===== config.mk =====
export PLATFORM = sky130hd
export DESIGN_NAME = tt_wb_sel_seq
export DESIGN_NICKNAME = d
export VERILOG_FILES = /design/src/rtl/tt_wb_sel_pkg.sv /design/src/rtl/tt_wb_sel_seq_regs.sv /design/src/rtl/tt_wb_sel_seq.sv
export SDC_FILE = /design/constraint.sdc
export NUM_CORES = 1
export LEC_CHECK = 0
export CORE_MARGIN = 4
export CORE_UTILIZATION = 25
export DETAILED_ROUTE_END_ITERATION = 16
export GPL_TIMING_DRIVEN = 0
export PLACE_DENSITY = 0.49
export SLEW_MARGIN = 30
export SYNTH_ARGS = -nofsm -noshare
export SYNTH_HDL_FRONTEND = slang
export SYNTH_SLANG_ARGS = --single-unit

===== constraint.sdc =====
create_clock -name clk -period 6 [get_ports clk]
set_clock_uncertainty 0.15 [all_clocks]
set_input_delay 1.2 -clock clk [delete_from_list [all_inputs] [get_ports clk]]
set_output_delay 1.2 -clock clk [all_outputs]
set_load 0.01 [all_outputs]

===== src/rtl/tt_wb_sel_pkg.sv =====
// Shared types and register map for the Wishbone tile-select sequencer.
package tt_wb_sel_pkg;

    typedef enum logic [2:0] {
        ST_IDLE,
        ST_DIS,
        ST_RST,
        ST_GAP,
        ST_INC_H,
        ST_INC_L,
        ST_ENA
    } sel_state_t;

    localparam logic [1:0] REG_CTRL   = 2'd0;
    localparam logic [1:0] REG_STATUS = 2'd1;
    localparam logic [1:0] REG_DIV    = 2'd2;

    localparam int unsigned CTRL_ENA_BIT = 16;
    localparam int unsigned STATUS_BUSY  = 0;
    localparam int unsigned STATUS_DONE  = 1;
    localparam int unsigned STATUS_IRQEN = 8;

endpackage


===== src/rtl/tt_wb_sel_seq_regs.sv =====
// Wishbone-classic decode, single-cycle ack and register file for tt_wb_sel_seq.
// Optional irq enable bit is built only when TT_WB_SEL_IRQ_EN is defined.
module tt_wb_sel_regs
    import tt_wb_sel_pkg::*;
#(
    parameter int unsigned ADDR_W    = 10,
    parameter int unsigned DIV_W     = 8,
    parameter int unsigned DIV_RESET = 4
) (
    input  logic              clk,
    input  logic              rst_n,
    input  logic              i_stb,
    input  logic              i_cyc,
    input  logic              i_we,
    input  logic [3:0]        i_sel,
    input  logic [31:0]       i_adr,
    input  logic [31:0]       i_dat,
    output logic              o_ack,
    output logic [31:0]       o_dat,
    input  logic              i_busy,
    input  logic              i_done,
    input  logic [ADDR_W-1:0] i_count,
    output logic              o_start,
    output logic [ADDR_W-1:0] o_target,
    output logic              o_ena_after,
    output logic [DIV_W-1:0]  o_div,
    output logic              o_done_clr
`ifdef TT_WB_SEL_IRQ_EN
   ,output logic              o_irq_en
`endif
);

    logic              r_ack;
    logic [31:0]       r_dat;
    logic [ADDR_W-1:0] r_target;
    logic              r_ena_after;
    logic [DIV_W-1:0]  r_div;
    logic              w_req;
    logic              w_wr;
    logic [1:0]        w_reg;
    logic [31:0]       w_rdata;
    logic              w_unused_bits;

    // A request is only taken while ack is low, so ack can never repeat back-to-back.
    assign w_req         = i_stb & i_cyc & ~r_ack;
    assign w_wr          = w_req & i_we;
    assign w_reg         = i_adr[3:2];
    assign w_unused_bits = ^{i_sel, i_adr[31:4], i_adr[1:0], i_dat};

    assign o_start    = w_wr & (w_reg == REG_CTRL) & ~i_busy;
    assign o_done_clr = w_wr & (w_reg == REG_STATUS) & i_dat[STATUS_DONE];

`ifdef TT_WB_SEL_IRQ_EN
    logic r_irq_en;

    always_ff @(posedge clk or negedge rst_n) begin
        if (!rst_n) begin
            r_irq_en <= 1'b0;
        end else if (w_wr && (w_reg == REG_STATUS)) begin
            r_irq_en <= i_dat[STATUS_IRQEN];
        end
    end

    assign o_irq_en = r_irq_en;
`endif

    always_comb begin
        w_rdata = '0;
        case (w_reg)
            REG_CTRL: begin
                w_rdata[ADDR_W-1:0]   = r_target;
                w_rdata[CTRL_ENA_BIT] = r_ena_after;
            end
            REG_STATUS: begin
                w_rdata[STATUS_BUSY]  = i_busy;
                w_rdata[STATUS_DONE]  = i_done;
                w_rdata[ADDR_W+15:16] = i_count;
`ifdef TT_WB_SEL_IRQ_EN
                w_rdata[STATUS_IRQEN] = r_irq_en;
`endif
            end
            REG_DIV:  w_rdata[DIV_W-1:0] = r_div;
            default:  w_rdata = '0;
        endcase
    end

    always_ff @(posedge clk or negedge rst_n) begin
        if (!rst_n) begin
            r_ack       <= 1'b0;
            r_dat       <= '0;
            r_target    <= '0;
            r_ena_after <= 1'b0;
            r_div       <= DIV_W'(DIV_RESET);
        end else begin
            r_ack <= w_req;
            if (w_req) begin
                r_dat <= w_rdata;
            end
            if (o_start) begin
                r_target    <= i_dat[ADDR_W-1:0];
                r_ena_after <= i_dat[CTRL_ENA_BIT];
            end
            if (w_wr && (w_reg == REG_DIV)) begin
                r_div <= i_dat[DIV_W-1:0];
            end
        end
    end

    assign o_ack       = r_ack;
    assign o_dat       = r_dat;
    assign o_target    = r_target;
    assign o_ena_after = r_ena_after;
    assign o_div       = r_div;

endmodule


===== src/rtl/tt_wb_sel_seq.sv =====
// Wishbone slave that sequences mux reset, N increment pulses and tile enable.
// Define TT_WB_SEL_IRQ_EN to add the irq_o output and STATUS irq enable bit.
module tt_wb_sel_seq
    import tt_wb_sel_pkg::*;
#(
    parameter int unsigned ADDR_W    = 10,
    parameter int unsigned DIV_W     = 8,
    parameter int unsigned DIV_RESET = 4
) (
    input  logic        clk,
    input  logic        rst_n,
    input  logic        wbs_stb_i,
    input  logic        wbs_cyc_i,
    input  logic        wbs_we_i,
    input  logic [3:0]  wbs_sel_i,
    input  logic [31:0] wbs_adr_i,
    input  logic [31:0] wbs_dat_i,
    output logic        wbs_ack_o,
    output logic [31:0] wbs_dat_o,
    output logic        ctrl_sel_rst_n,
    output logic        ctrl_sel_inc,
    output logic        ctrl_ena
`ifdef TT_WB_SEL_IRQ_EN
   ,output logic        irq_o
`endif
);

    sel_state_t        r_state;
    logic [DIV_W-1:0]  r_timer;
    logic [ADDR_W-1:0] r_count;
    logic              r_done;
    logic              r_sel_rst_n;
    logic              r_sel_inc;
    logic              r_ena;
    logic              w_start;
    logic [ADDR_W-1:0] w_target;
    logic              w_ena_after;
    logic [DIV_W-1:0]  w_div;
    logic              w_done_clr;
    logic              w_busy;
    logic              w_phase_end;
    logic [ADDR_W-1:0] w_count_nxt;

    assign w_busy      = (r_state != ST_IDLE);
    assign w_phase_end = (r_timer == '0);
    assign w_count_nxt = r_count + 1'b1;

`ifdef TT_WB_SEL_IRQ_EN
    logic w_irq_en;
    logic r_irq;

    always_ff @(posedge clk or negedge rst_n) begin
        if (!rst_n) begin
            r_irq <= 1'b0;
        end else begin
            r_irq <= r_done & w_irq_en;
        end
    end

    assign irq_o = r_irq;
`endif

    tt_wb_sel_regs #(
        .ADDR_W    (ADDR_W),
        .DIV_W     (DIV_W),
        .DIV_RESET (DIV_RESET)
    ) u_regs (
        .clk         (clk),
        .rst_n       (rst_n),
        .i_stb       (wbs_stb_i),
        .i_cyc       (wbs_cyc_i),
        .i_we        (wbs_we_i),
        .i_sel       (wbs_sel_i),
        .i_adr       (wbs_adr_i),
        .i_dat       (wbs_dat_i),
        .o_ack       (wbs_ack_o),
        .o_dat       (wbs_dat_o),
        .i_busy      (w_busy),
        .i_done      (r_done),
        .i_count     (r_count),
        .o_start     (w_start),
        .o_target    (w_target),
        .o_ena_after (w_ena_after),
        .o_div       (w_div),
        .o_done_clr  (w_done_clr)
`ifdef TT_WB_SEL_IRQ_EN
       ,.o_irq_en    (w_irq_en)
`endif
    );

    always_ff @(posedge clk or negedge rst_n) begin
        if (!rst_n) begin
            r_state     <= ST_IDLE;
            r_timer     <= '0;
            r_count     <= '0;
            r_done      <= 1'b0;
            r_sel_rst_n <= 1'b1;
            r_sel_inc   <= 1'b0;
            r_ena       <= 1'b0;
        end else begin
            if (w_done_clr) begin
                r_done <= 1'b0;
            end
            if (w_busy && !w_phase_end) begin
                r_timer <= r_timer - 1'b1;
            end
            case (r_state)
                ST_IDLE: begin
                    if (w_start) begin
                        r_ena   <= 1'b0;
                        r_timer <= w_div;
                        r_state <= ST_DIS;
                    end
                end
                ST_DIS: begin
                    if (w_phase_end) begin
                        r_sel_rst_n <= 1'b0;
                        r_timer     <= w_div;
                        r_state     <= ST_RST;
                    end
                end
                ST_RST: begin
                    if (w_phase_end) begin
                        r_sel_rst_n <= 1'b1;
                        r_count     <= '0;
                        r_timer     <= w_div;
                        r_state     <= ST_GAP;
                    end
                end
                ST_GAP: begin
                    if (w_phase_end) begin
                        r_timer <= w_div;
                        if (r_count == w_target) begin
                            r_state <= ST_ENA;
                        end else begin
                            r_sel_inc <= 1'b1;
                            r_state   <= ST_INC_H;
                        end
                    end
                end
                ST_INC_H: begin
                    if (w_phase_end) begin
                        r_sel_inc <= 1'b0;
                        r_timer   <= w_div;
                        r_state   <= ST_INC_L;
                    end
                end
                ST_INC_L: begin
                    // The low half of each pulse doubles as the inter-pulse gap, so
                    // the gap decision is taken here, giving 2 phases per increment.
                    if (w_phase_end) begin
                        r_count <= w_count_nxt;
                        r_timer <= w_div;
                        if (w_count_nxt == w_target) begin
                            r_state <= ST_ENA;
                        end else begin
                            r_sel_inc <= 1'b1;
                            r_state   <= ST_INC_H;
                        end
                    end
                end
                ST_ENA: begin
                    r_ena   <= w_ena_after;
                    r_done  <= 1'b1;
                    r_state <= ST_IDLE;
                end
                default: r_state <= ST_IDLE;
            endcase
        end
    end

    assign ctrl_sel_rst_n = r_sel_rst_n;
    assign ctrl_sel_inc   = r_sel_inc;
    assign ctrl_ena       = r_ena;

endmodule


==> results.txt <==
1st-pass router iterations: 4
Unique masters post-synth: 51
Synth Area in Compound Gates: 0.129
Final Max Tran Viols: 0
Largest family of logic cells by synthesized area: simple AND/OR/NAND/NOR gates
Synth-to-Final Area Change: 28.7%
Crit end category: register
CTS sink cnt: 65
Drc violations: 0
Worst vdd ir: 0.177 mV
Vias: 2780
DIE HEIGHT: 126 µm
Avg Cell Area, Syn: 9.82 µm²
Rel. slew slack: 0.381
Floorplan Core Area: 13400 µm²
Status: complete, no violations
Most frequent cells in the layout: dfrtp_1 (63), nand2_1 (51), clkdlybuf4s50_1 (40)
Post-synthesis simple-gate area fraction: 0.181
Total CTS buffers: 9
Top Ports: 109
GRT Max-Usage Layer: met2
Hold WC Path Type: register to register
# resized after CTS: 0
IO buf count: 41
Final setup vio count: 0
Cells after Synth: 353
XOR/XNOR share of the synthesized area: 0.0556
Grt met1 use: 0.154
# nets final: 492
TritonCTS clock tree: built
Crit path DAT: 3250 ps
Post-synth top area share: 0.455
Die Wd: 126 µm
Startpoint Class: input port
Min cycle time layout: 3190 ps
Max Buffers Root-to-Sink: 2
Worst path max stage delay: 600 ps
Total power: 0.00110 W
Asr flop ratio synth: 1.00
Top area cells in the synthesized netlist: dfrtp_1 (45%), mux2_2 (6.8%), nand2_1 (5.5%)
Clk Latency, worst-skew pair: 330 ps
Ratio of cells with drive above 1 in the final layout: 0.161
Hold-fix buffers, CTS: 0
PD cells: 246 nW/µm²
Max Fclk: 314 MHz
WS Path Type: input port to register
Measured slew at the worst slew-check pin: 922 ps
Row Count: 42
Antenna Nets Post-Route: 0
Dominant synthesized flop cell: dfrtp_1
Total gr overflow: 0
Util after Layout: 0.333
Most common cell after layout, fill and taps aside: dfrtp_1
Tcrit/Tclk final: 0.531
Warnings, synthesis: 0
Vias in the first global route: 2890
Die area: 15800 µm²
First-pass GRT wire length: 15100 µm
Number of synthesized flops with an enable pin: 0
FILL cells: 1409
Post-synthesis adder-cell area fraction: 0.00722
Met2 GRT Util: 0.197
RSZ-0062 raised after global routing: no
Seq/Total Area, Yosys: 0.470
Initial antenna violation count: 0
Post-synth top area cell: dfrtp_1
Starting DRC count in detailed routing: 97
Syn Std Cell Area: 3470 µm²
CP max-delay cell: nor3b_4
Postcts setup bufs: 0
Post-route setup TNS: 0 ps
Hold Vio Cnt, Final: 0
Leakage: 2.02 nW
Largest net degree at the start of global routing: 48
Number of synthesized register bits: 65
DP HPWL: 6760 µm
Total wire length: 9090 µm
Mux cell area share after synthesis: 0.0942
Vias per inst: 4.65
Crit path cell chain: clkdlybuf4s50_1 -> buf_1 -> nor3b_4 -> mux2_2
Clk pin slew, worst setup/hold paths: 50 ps
Placer Congestion: 0.774
Initial core utilization: 0.259
Wire length per cell: 15.2 µm
N_diodes: 0
Root buffer cell: clkbuf_16
WP data required: 6070 ps
Max-capacitance violation count: 0
Crit path max fanout: 10
CTS H-tree lvls: 3
Gr usage total: 0.119
GR Util met3: 0.0309
## registers in the layout, indices dropped and copies added, names as in the netlist
| name | count |
|---|---|
| u_regs.o_ack | 1 |
| r_done | 1 |
| ctrl_ena | 1 |
| r_timer | 8 |
| r_state | 3 |
| u_regs.o_div | 8 |
| ctrl_sel_inc | 1 |
| ctrl_sel_rst_n | 1 |
| u_regs.o_target | 10 |
| r_count | 10 |
| u_regs.o_ena_after | 1 |
| u_regs.o_dat | 20 |
## cells by family after synthesis
kind of cell	count (synthesis)
AO/OA/AOI/OAI	67
XOR/XNOR	22
adder cells (fa/ha/maj)	2
buffers and inverters	40
flip-flops	65
multiplexers	30
other	1
AND/OR/NAND/NOR	126
## cell type report
type | instances | area [µm²] | share of cell area
Timing Repair Buffer | 42 | 435 | 0.0976
Buffer | 34 | 191 | 0.0429
Clock inverter | 4 | 52.6 | 0.0118
Multi-Input combinational cell | 259 | 1660 | 0.373
Inverter | 6 | 22.5 | 0.00505
Clock buffer | 12 | 246 | 0.0552
Sequential cell | 65 | 1630 | 0.365
Tap cell | 176 | 220 | 0.0494
## worst max-delay path: cells and delay by family
| kind | cells | cell delay (ps) |
|---|---|---|
| buf+inv | 2 | 1060 |
| simple gates | 1 | 600 |
| mux | 1 | 390 |
## report_power, final
part           internal, W  leakage [nW]  switching [W]
Sequential        0.000462         0.853      0.0000168
Clock             0.000334         0.147       0.000193
Combinational    0.0000474          1.02      0.0000433
Total             0.000843          2.02       0.000253
## per-layer routing
metal  routed length, µm  vias to the layer above
met5                   0                        -
met4                 131                        0
met3                 292                       13
met2                4390                       47
met1                4280                     1359
li1                    -                     1361
## metrics by stage
stage,cell area [µm²],instances,hold WS [ps],worst slack (ps)
2_1_floorplan,3510,364,315,3280
3_3_place_gp,4140,581,306,1260
3_5_place_dp,4160,582,306,2440
4_1_cts,4460,598,319,2790
5_1_grt,4460,598,355,2710
6_report,4460,598,311,2810
## cell usage after synthesis (all sizes together), types with 3 or more instances
cell,n
a211oi,3
a21oi,16
a311oi,5
a31oi,4
and3,3
buf,23
clkbuf,11
dfrtp,63
inv,6
mux2,21
mux2i,9
nand2,51
nand3,23
nand4,4
nor2,17
nor3,5
nor3b,5
nor4,4
o21ai,17
o31ai,9
xnor2,10
xor2,12
## path summary, 6_finish.rpt
path                                           endpoint  slack (ps)  cells past startpoint                          from
hold reg to reg            u_regs.o_dat[22]$_DFFE_PN0N_         310                      2  u_regs.o_dat[22]$_DFFE_PN0N_
hold / removal             u_regs.o_dat[22]$_DFFE_PN0N_         310                      2  u_regs.o_dat[22]$_DFFE_PN0N_
min in group asynchronous          r_timer[3]$_DFF_PN0_         600                      1                         rst_n
setup / recovery            u_regs.o_div[4]$_DFFE_PN0P_        2810                      4                  wbs_adr_i[3]
max in group asynchronous   u_regs.o_div[2]$_DFFE_PN1P_        4540                      2                         rst_n
setup reg to reg                 r_count[5]$_DFFE_PN0P_        3480                      6          r_timer[0]$_DFF_PN0_
Power figures use the tool's default switching activity.
